--- src/rtl/approx_smag_mul_seq_pkg.sv ---
// ---------------------------------------------------------------------------
// approx_smag_mul_seq_pkg
//   Shared definitions for the iterative sign-magnitude approximate multiplier:
//   FSM state encoding, the approximate 3x3 tile value, and a helper that sizes
//   the digit counter from the operand width.
// ---------------------------------------------------------------------------
package approx_smag_mul_seq_pkg;

  typedef enum logic [1:0] {
    ST_IDLE = 2'd0,
    ST_RUN  = 2'd1,
    ST_DONE = 2'd2
  } state_t;

  // Approximate tiles return 7 instead of 9 for 3x3.
  localparam logic [2:0] APPROX_3X3 = 3'd7;

  // Width of the digit counter for a WIDTH-bit magnitude (WIDTH/2 digits).
  // Never narrower than one bit so the counter stays a real signal at WIDTH=2.
  function automatic int cnt_width(input int width);
    int n;
    n = width / 2;
    if (n <= 1) return 1;
    return $clog2(n);
  endfunction

endpackage

--- src/rtl/approx_smag_mul_seq_mul2x2.sv ---
// ---------------------------------------------------------------------------
// approx_mul2x2
//   Combinational 2x2-bit tile multiplier. Exact except when approx is set and
//   both digits are 3, where it returns 7.
// Ports
//   a, b    in   2-bit digits
//   approx  in   enable the approximate 3x3 result
//   p       out  4-bit tile product
// ---------------------------------------------------------------------------
module approx_mul2x2
  import approx_smag_mul_seq_pkg::*;
(
  input  logic [1:0] a,
  input  logic [1:0] b,
  input  logic       approx,
  output logic [3:0] p
);

  always_comb begin
    if (approx && (a == 2'd3) && (b == 2'd3)) p = {1'b0, APPROX_3X3};
    else                                       p = {2'b00, a} * {2'b00, b};
  end

endmodule

--- src/rtl/approx_smag_mul_seq.sv ---
// ---------------------------------------------------------------------------
// approx_smag_mul_seq
//   Iterative sign-magnitude multiplier. Multiplies the latched multiplicand by
//   one 2-bit digit of the multiplier per cycle using a row of 2x2 tiles; tiles
//   near the least-significant corner (digit index sum < APPROX_DIAG) may be
//   approximate when approx_en was set at accept time.
// Ports
//   clk, rst            clock, asynchronous active-high reset
//   in_valid/in_ready   operand handshake (a, b, asign, bsign, approx_en)
//   out_valid/out_ready result handshake (m, sign); result held until taken
// ---------------------------------------------------------------------------
module approx_smag_mul_seq
  import approx_smag_mul_seq_pkg::*;
#(
  parameter int WIDTH       = 8,
  parameter int APPROX_DIAG = 2
) (
  input  logic               clk,
  input  logic               rst,
  input  logic               in_valid,
  output logic               in_ready,
  input  logic [WIDTH-1:0]   a,
  input  logic [WIDTH-1:0]   b,
  input  logic               asign,
  input  logic               bsign,
  input  logic               approx_en,
  output logic               out_valid,
  input  logic               out_ready,
  output logic [2*WIDTH-1:0] m,
  output logic               sign
);

  localparam int N  = WIDTH / 2;
  localparam int CW = cnt_width(WIDTH);
  localparam int AW = 2 * WIDTH;
  localparam int RW = WIDTH + 2;   // a * (one 2-bit digit) fits here

  localparam logic [CW-1:0] LAST = CW'(N - 1);

  state_t          state;
  logic [WIDTH-1:0] a_q, b_q;
  logic             asign_q, bsign_q, approx_q;
  logic [CW-1:0]    cnt;
  logic [AW-1:0]    acc;

  logic             accept;
  logic [1:0]       b_digit;
  logic [3:0]       tile_p [N];
  logic [RW-1:0]    row;
  logic [AW-1:0]    acc_next;

  // in_ready depends on out_ready so a result can be taken and a new operand
  // accepted on the same edge.
  assign in_ready = (state == ST_IDLE) || ((state == ST_DONE) && out_ready);
  assign accept   = in_valid && in_ready;

  assign b_digit = 2'(b_q >> {cnt, 1'b0});

  for (genvar j = 0; j < N; j++) begin : g_tile
    logic tile_approx;
    assign tile_approx = approx_q && ((int'(cnt) + j) < APPROX_DIAG);

    approx_mul2x2 u_tile (
      .a      (a_q[2*j +: 2]),
      .b      (b_digit),
      .approx (tile_approx),
      .p      (tile_p[j])
    );
  end

  // NOTE: every variable assigned in always_comb gets a default first so no
  // latch is inferred on any path.
  always_comb begin
    row = '0;
    for (int j = 0; j < N; j++) row = row + (RW'(tile_p[j]) << (2 * j));
  end

  assign acc_next = acc + (AW'(row) << {cnt, 1'b0});

  // NOTE: all state updates are non-blocking so every register samples the
  // pre-edge values; operand registers are reset too, so nothing from an
  // aborted operation can leak into a later result.
  always_ff @(posedge clk or posedge rst) begin
    if (rst) begin
      state     <= ST_IDLE;
      a_q       <= '0;
      b_q       <= '0;
      asign_q   <= 1'b0;
      bsign_q   <= 1'b0;
      approx_q  <= 1'b0;
      cnt       <= '0;
      acc       <= '0;
      out_valid <= 1'b0;
      m         <= '0;
      sign      <= 1'b0;
    end else begin
      case (state)
        ST_RUN: begin
          acc <= acc_next;
          cnt <= cnt + 1'b1;
          if (cnt == LAST) begin
            state     <= ST_DONE;
            out_valid <= 1'b1;
            m         <= acc_next;
            sign      <= (asign_q ^ bsign_q) && (acc_next != '0);
          end
        end
        ST_DONE: begin
          if (out_ready) begin
            out_valid <= 1'b0;
            state     <= ST_IDLE;
          end
        end
        default: ;
      endcase

      // Accept overrides the DONE->IDLE move when a new operand arrives in
      // the same cycle the result is taken.
      if (accept) begin
        a_q      <= a;
        b_q      <= b;
        asign_q  <= asign;
        bsign_q  <= bsign;
        approx_q <= approx_en;
        acc      <= '0;
        cnt      <= '0;
        state    <= ST_RUN;
      end
    end
  end

endmodule

--- config.mk ---
export PLATFORM = sky130hd
export DESIGN_NAME = approx_smag_mul_seq
export DESIGN_NICKNAME = d
export VERILOG_FILES = /design/src/rtl/approx_smag_mul_seq_pkg.sv /design/src/rtl/approx_smag_mul_seq_mul2x2.sv /design/src/rtl/approx_smag_mul_seq.sv
export SDC_FILE = /design/constraint.sdc
export NUM_CORES = 1
export LEC_CHECK = 0
export ABC_CLOCK_PERIOD_IN_PS = 6000
export CELL_PAD_IN_SITES_DETAIL_PLACEMENT = 1
export CELL_PAD_IN_SITES_GLOBAL_PLACEMENT = 2
export CORE_AREA = 2 2 129 131
export CTS_BUF_LIST = sky130_fd_sc_hd__clkbuf_8
export DETAILED_ROUTE_END_ITERATION = 12
export DIE_AREA = 0 0 131 133
export PLACE_DENSITY_LB_ADDON = 0.1
export SLEW_MARGIN = 20
export SYNTH_ARGS = -nofsm -noshare
export SYNTH_HDL_FRONTEND = slang
export SYNTH_SLANG_ARGS = --single-unit
--- constraint.sdc ---
create_clock -name clk -period 6 [get_ports clk]
set_input_delay 0.9 -clock clk [delete_from_list [all_inputs] [get_ports clk]]
set_output_delay 0.9 -clock clk [all_outputs]
set_load 0.02 [all_outputs]
======== After elaboration in Yosys (flattened, before gate mapping) ========
Cells that the tools add are included.
word-level totals
  register bits ........................... 57
  bits of input ports ..................... 23
  word-level logic and storage cells ...... 81
operators by class
  add/subtract/negate cells ............... 8
  multiply operators ...................... 4
  magnitude comparators ................... 4
  equal/unequal tests ..................... 12
  shifts and indexed selects .............. 2
  muxes and demuxes ....................... 15
  bitwise operators ....................... 1
  reduce and logical (&&, ||, !) cells .... 24
operators with widths
  operator                                                     number
  2-to-1 mux 16 bit                                            2
  adder 16 bit                                                 1
  multiplier 2 x 2 -> 4 bit                                    4
  2-to-1 mux 4 bit                                             4
  nonzero test 16 bit                                          1
  << shifter 10 x 3 -> 16 bit                                  1
  logical AND 1 bit                                            15
  == test 2 bit (second input constant)                        7
  adder 9 x 10 -> 10 bit                                       1
  2-to-1 mux 2 bit                                             5
  adder 7 x 8 -> 9 bit                                         1
  less-than comparator 3 x 2 -> 1 bit (second input constant)  3
  >> shifter 8 x 3 -> 2 bit                                    1
  adder 4 x 6 -> 7 bit                                         1
  adder 2 x 2 -> 3 bit (second input constant)                 2
  inequality test 3 bit (second input constant)                2
  AND reduction 3 bit                                          2
  inequality test 2 bit (second input constant)                2
  one-hot mux 2 bit (2 select lines)                           1
  nonzero test 2 bit                                           2
  adder 2 x 1 -> 3 bit (second input constant)                 1
  nonzero test 3 bit                                           1
  adder 2 x 1 -> 2 bit (second input constant)                 1
  == test 2 x 1 -> 1 bit (second input constant)               1
  7 further kinds                                              8

======== Longest topological paths before layout ========
  depth after elaboration ................. 13
  mapped depth ............................ 25

======== Modules after synthesis ========
From an unflattened synthesis, not the netlist that was laid out.
second synthesis, totals
  cell total of the unflattened synthesis .. 388
  area total of the unflattened synthesis .. 3736.1 µm²
by module, submodules not included
  module               instances  cells an instance  area each (µm²)  seq. area each (µm²)
  approx_smag_mul_seq  1          348                3400.8           1426.4
  approx_mul2x2        4          10                 83.8             0.0

======== Worst setup path before layout ========
Ideal clock, no wire load.
  path kind ............................... reg2reg
  start ................................... register cnt[0]
  end ..................................... register sign
  setup time .............................. 132 ps
  arrival ................................. 5281 ps
  required time ........................... 5868 ps
  slack ................................... 588 ps
  cell stages (with the launch flop) ...... 25
  path through ............................ dfrtp_1 > buf_6 > mux4_2 > buf_6 > and2_1 > ha_1 > ha_1 > or2_1 > ha_1 > fa_1 > a21o_1 > a21oi_1 > xnor2_1 > nor2_1 > a21oi_1 > mux2i_1 > ha_1 > clkbuf_1 > or3_1 > a221oi_1 > nor3_1 > a2111oi_0 > o2111ai_1 > nor4b_1 > a21oi_1
on the way
  word-level cells in the longest chain between the ends .. 13
  elaborated cells on any way between the ends .. 38
ends and longest elaborated chain
  what                                                   line                        source
  from (decl)                                            approx_smag_mul_seq.sv:43   logic [CW-1:0] cnt;
  from (signal assigned)                                 approx_smag_mul_seq.sv:100  cnt <= cnt + 1'b1;
  branches (longest 13 deep; another with adder 16 bit)  n/a
  to (signal assigned)                                   approx_smag_mul_seq.sv:105  sign <= (asign_q ^ bsign_q) && (acc_next != '0);
  to (decl)                                              approx_smag_mul_seq.sv:30   output logic sign
Several ways; the timed one is not identified.
A chain may end at the register's enable or synchronous reset.

======== Worst setup path in the final report ========
Ends and elaborated chain as after synthesis.

==> metrics.md <==
| Metric | Value |
|---|---|
| Number of clock buffers inserted by TritonCTS | 9 |
| Clock latency at the later pin of the worst-skew pair | 0.36 ns |
| Total number of vias | 3272 |
| Data arrival time at the worst-slack endpoint | ~5.9 ns |
| Chip width | 131 um |
| Main flop type after synthesis | dfrtp_1 |
| Measured slew at the worst slew-check pin | between 0.7 and 0.8 ns |
| Number of pins exceeding their max-slew limit in the final report | 0 |
| Setup Total Neg Slack | 0 ns |
| Residual antenna-violating net count after detailed routing | 0 |
| Fill cell count | 1840 |
| Status | completed |
| Wire length of the first global-routing pass | between 15 and 20 mm |
| Area of the core | 16200 um2 |
| Number of global-route vias before repair | 3429 |
| Setup crit start kind | register |
| Synth cell types | 61 |
| Post-synth EDFFs | 0 |
| Sequential-to-total area share from yosys stat | 36.1% |
| Count of maximum capacitance violations | 0 |
| Setup skew after layout | 0.00819 ns |
| Area added between synthesis and finish | 24.0% |
| Total count of hold-check failures in the final report | 0 |
| Starting DRT DRC Count | 129 |
| Buffer depth of the longest clock path | 2 |
| Count of H-tree levels built during CTS | 3 |
| Wire per inst | 16.8 um |
| Fraction of layout instances using a drive strength above 1 | between 10% and 20% |
| I/O pins | 42 |
| Net count of the mapped netlist | 478 |
| Total gr overflow | 0 |
| Initial antenna violation count | 1 |
| CP cell instances | mux4_2 -> and2_1 -> ha_1 -> ha_1 -> or2_1 -> ha_1 -> fa_1 -> a21o_1 -> a21oi_2 -> xnor2_1 -> nor2_1 -> a21oi_1 -> mux2i_1 -> ha_1 -> or3_1 -> a221oi_4 -> nor3_1 -> a2111oi_2 -> o2111ai_1 -> nor4b_2 -> a21oi_1 |
| Initial standard-cell utilization of the core | 24.4% |
| Worst EP required | 6.24 ns |
| CTS tree | built |
| Nets@finish | 524 |
| Setup-failing EPs final | 0 |
| Count of TritonRoute iterations in the first routing pass | 4 |
| CTS Sinks | between 50 and 60 |
| Cell area after technology mapping | 3950 um2 |
| Number of warning messages in the yosys log | 0 |
| Syn_area_per_cell | 9.40 um2 |
| Most prevalent standard cell on the critical path | ha_1 |
| Synthesized flop and latch total | 57 |
| Clock slew seen by the registers of the worst setup and hold paths | 0.07 ns |
| Number of buffers added on ports | 41 |
| Hold Path Class | register to register |
| Residual DRC count | 0 |
| # diodes | 0 |
| Final min period | 5.63 ns |
| Worst Setup Path Type | register to register |
| Tcrit/Tclk final | a little over nine tenths |
| Slew headroom | 47.8% |
| Routed wire length | 11.6 mm |
| Buffer cell driving the clock tree root | clkbuf_8 |
| Total routing usage reported by global routing | 14.6% |
| Synth area leaders | dfrtp_1, ha_1, mux2_2, nand2_1, o21ai_0 |
| Slowest stage delay, CP | 0.57 ns |
| Cell class contributing the biggest share of worst-path delay | compound AO/OA/AOI/OAI gates |
| Cell type contributing the most total cell area after synthesis | dfrtp_1 |
| Die Ht | 133 um |
| Area share of the largest cell type after synthesis | 36.1% |
| Kind of end point of the critical path | register |
| Die ar. | 17400 um2 |
| Routability cong. | between 0.7 and 0.8 |
| Pin count of the biggest net entering global routing | 58 |
| Core Rows | 47 |
| Crit Path Max Fanout | 5 |
| Upper clock frequency limit | ~180 MHz |
| Vias per Instance | 4.74 |
| Number of buffer and inverter stages on the critical path | 0 |
| HPWL after detailed placement | around 8.8 mm |
| Gate count after technology mapping | 420 |
| Post-synthesis async set-or-reset flop share | 100% |
| Crit path max-delay cell type | mux4_2 |
| Setup repair after global routing missed its margin | false |
layer usage:
layer,up-vias,track usage (%),part of all wire [%]
li1,1624,-,-
met1,1606,22.1,53
met2,33,20.6,43
met3,9,2.91,2.9
met4,0,4.61,1.4
met5,-,0,0
sequential cells by signal, summed over array words and instances (netlist names), 2 cells and up:
register  cells
m            16
b_q           8
state         2
acc          16
a_q           8
cnt           2
synth_stat cells, types with 2 or more instances:
cell and instances:
a211oi_1 6, a21o_1 7, a21oi_1 22, a221o_1 2, a31oi_1 2, and2_1 18, and3_1 5, and4b_1 3
buf_1 2, buf_6 2, clkbuf_1 18, dfrtp_1 57, fa_1 2, ha_1 33, inv_1 12, mux2_2 20
mux2i_1 6, mux4_2 2, nand2_1 49, nand2b_1 4, nand3_1 6, nand4_1 3, nor2_1 17, nor2b_1 5
nor3_1 6, nor4_1 2, nor4b_1 2, o2111a_1 2, o2111ai_1 2, o21a_1 5, o21ai_0 24, o21ai_1 5
o21bai_1 2, o22ai_1 16, o311ai_0 2, o31ai_1 2, or2_1 5, or2_2 2, or3_1 6, xnor2_1 8
xor2_1 6
placed cells by master (no fill, tap or decap), types with 3 or more instances in the layout:
| cell | instances |
|---|---|
| ha_1 | 31 |
| xnor2_1 | 8 |
| o21ai_0 | 24 |
| nor2b_1 | 5 |
| buf_4 | 17 |
| and2_1 | 18 |
| o21a_1 | 5 |
| a21o_1 | 7 |
| xor2_1 | 6 |
| nor2_1 | 17 |
| o22ai_1 | 15 |
| o21ai_1 | 5 |
| nand2_1 | 48 |
| or2_1 | 5 |
| clkbuf_8 | 10 |
| and3_1 | 5 |
| a21oi_1 | 21 |
| a211oi_1 | 5 |
| or3_1 | 6 |
| mux2_2 | 20 |
| and4b_1 | 3 |
| nor3_1 | 6 |
| mux2i_1 | 4 |
| nand2b_1 | 4 |
| clkdlybuf4s50_1 | 41 |
| dfrtp_1 | 57 |
| nand3_1 | 6 |
| nand4_1 | 3 |
| inv_1 | 13 |
metrics by stage:
step	utilization [%]	area, um2	hold slack (ns)	worst slack [ns]	cells
final	30.3	4900	0.485	0.373	690
after global routing	30.3	4900	0.528	0.00504	690
after CTS	29.9	4830	0.491	0.0147	690
after detailed placement	28.7	4640	0.475	-0.185	673
after global placement	28.7	4640	0.464	-0.0790	673
after floorplan	-	3950	0.475	0.588	420
worst reg2reg max path, stage by stage, from the launching register on:
cell,delay [ns]
dfrtp_1,0.41
mux4_2,0.58
and2_1,0.19
ha_1,0.17
ha_1,0.26
or2_1,0.23
ha_1,0.24
fa_1,0.42
a21o_1,0.19
a21oi_2,0.19
xnor2_1,0.23
nor2_1,0.08
a21oi_1,0.21
mux2i_1,0.15
ha_1,0.22
or3_1,0.38
a221oi_4,0.26
nor3_1,0.12
a2111oi_2,0.35
o2111ai_1,0.21
nor4b_2,0.32
a21oi_1,0.10
kinds of logic (layout without fill, tap and decap cells):
logic type | count (synthesis) | after routing | share of synthesized area, %
muxes | 28 | 28 | 8.37
AOI/OAI and AO/OA | 112 | 112 | 18.8
DFF | 57 | 57 | 36.1
buffers and inverters | 36 | 86 | 3.83
and+or+nand+nor | 138 | 138 | 18.3
adders and majority gates | 35 | 35 | 11.5
xor gates and xnor gates | 14 | 14 | 3.11
layout make-up:
cell class | count | area, um2 | area share (%)
inverters | 13 | 48.8 | 0.997
repair buffers | 58 | 538 | 11.0
clock buffers | 10 | 138 | 2.81
clock inverters | 5 | 25.0 | 0.511
multi-input cells | 327 | 2440 | 49.9
flip-flops and latches | 57 | 1430 | 29.1
well taps | 220 | 275 | 5.62
what timing repair did:
action,4_1_cts,5_1_grt
gates resized for setup,3,11
hold buffers,0,0
buffers inserted,2,0
pin swaps,2,0
endpoints found under the setup margin,1,9
worst paths after layout:
kind,start,to,slack [ns],cells past startpoint
worst min register to register,m[9],m[9],0.48,2
min in group asynchronous,rst,asign_q,1.08,3
worst max register to register,cnt[0],sign,0.37,21
worst max-delay path,cnt[0],sign,0.37,21
worst min-delay path,m[9],m[9],0.48,2
max in group asynchronous,rst,acc[3],4.41,3
Power is left out: the tool's default activity adds up to more than one toggle a clock period on the data nets, which glitch-free logic cannot reach.
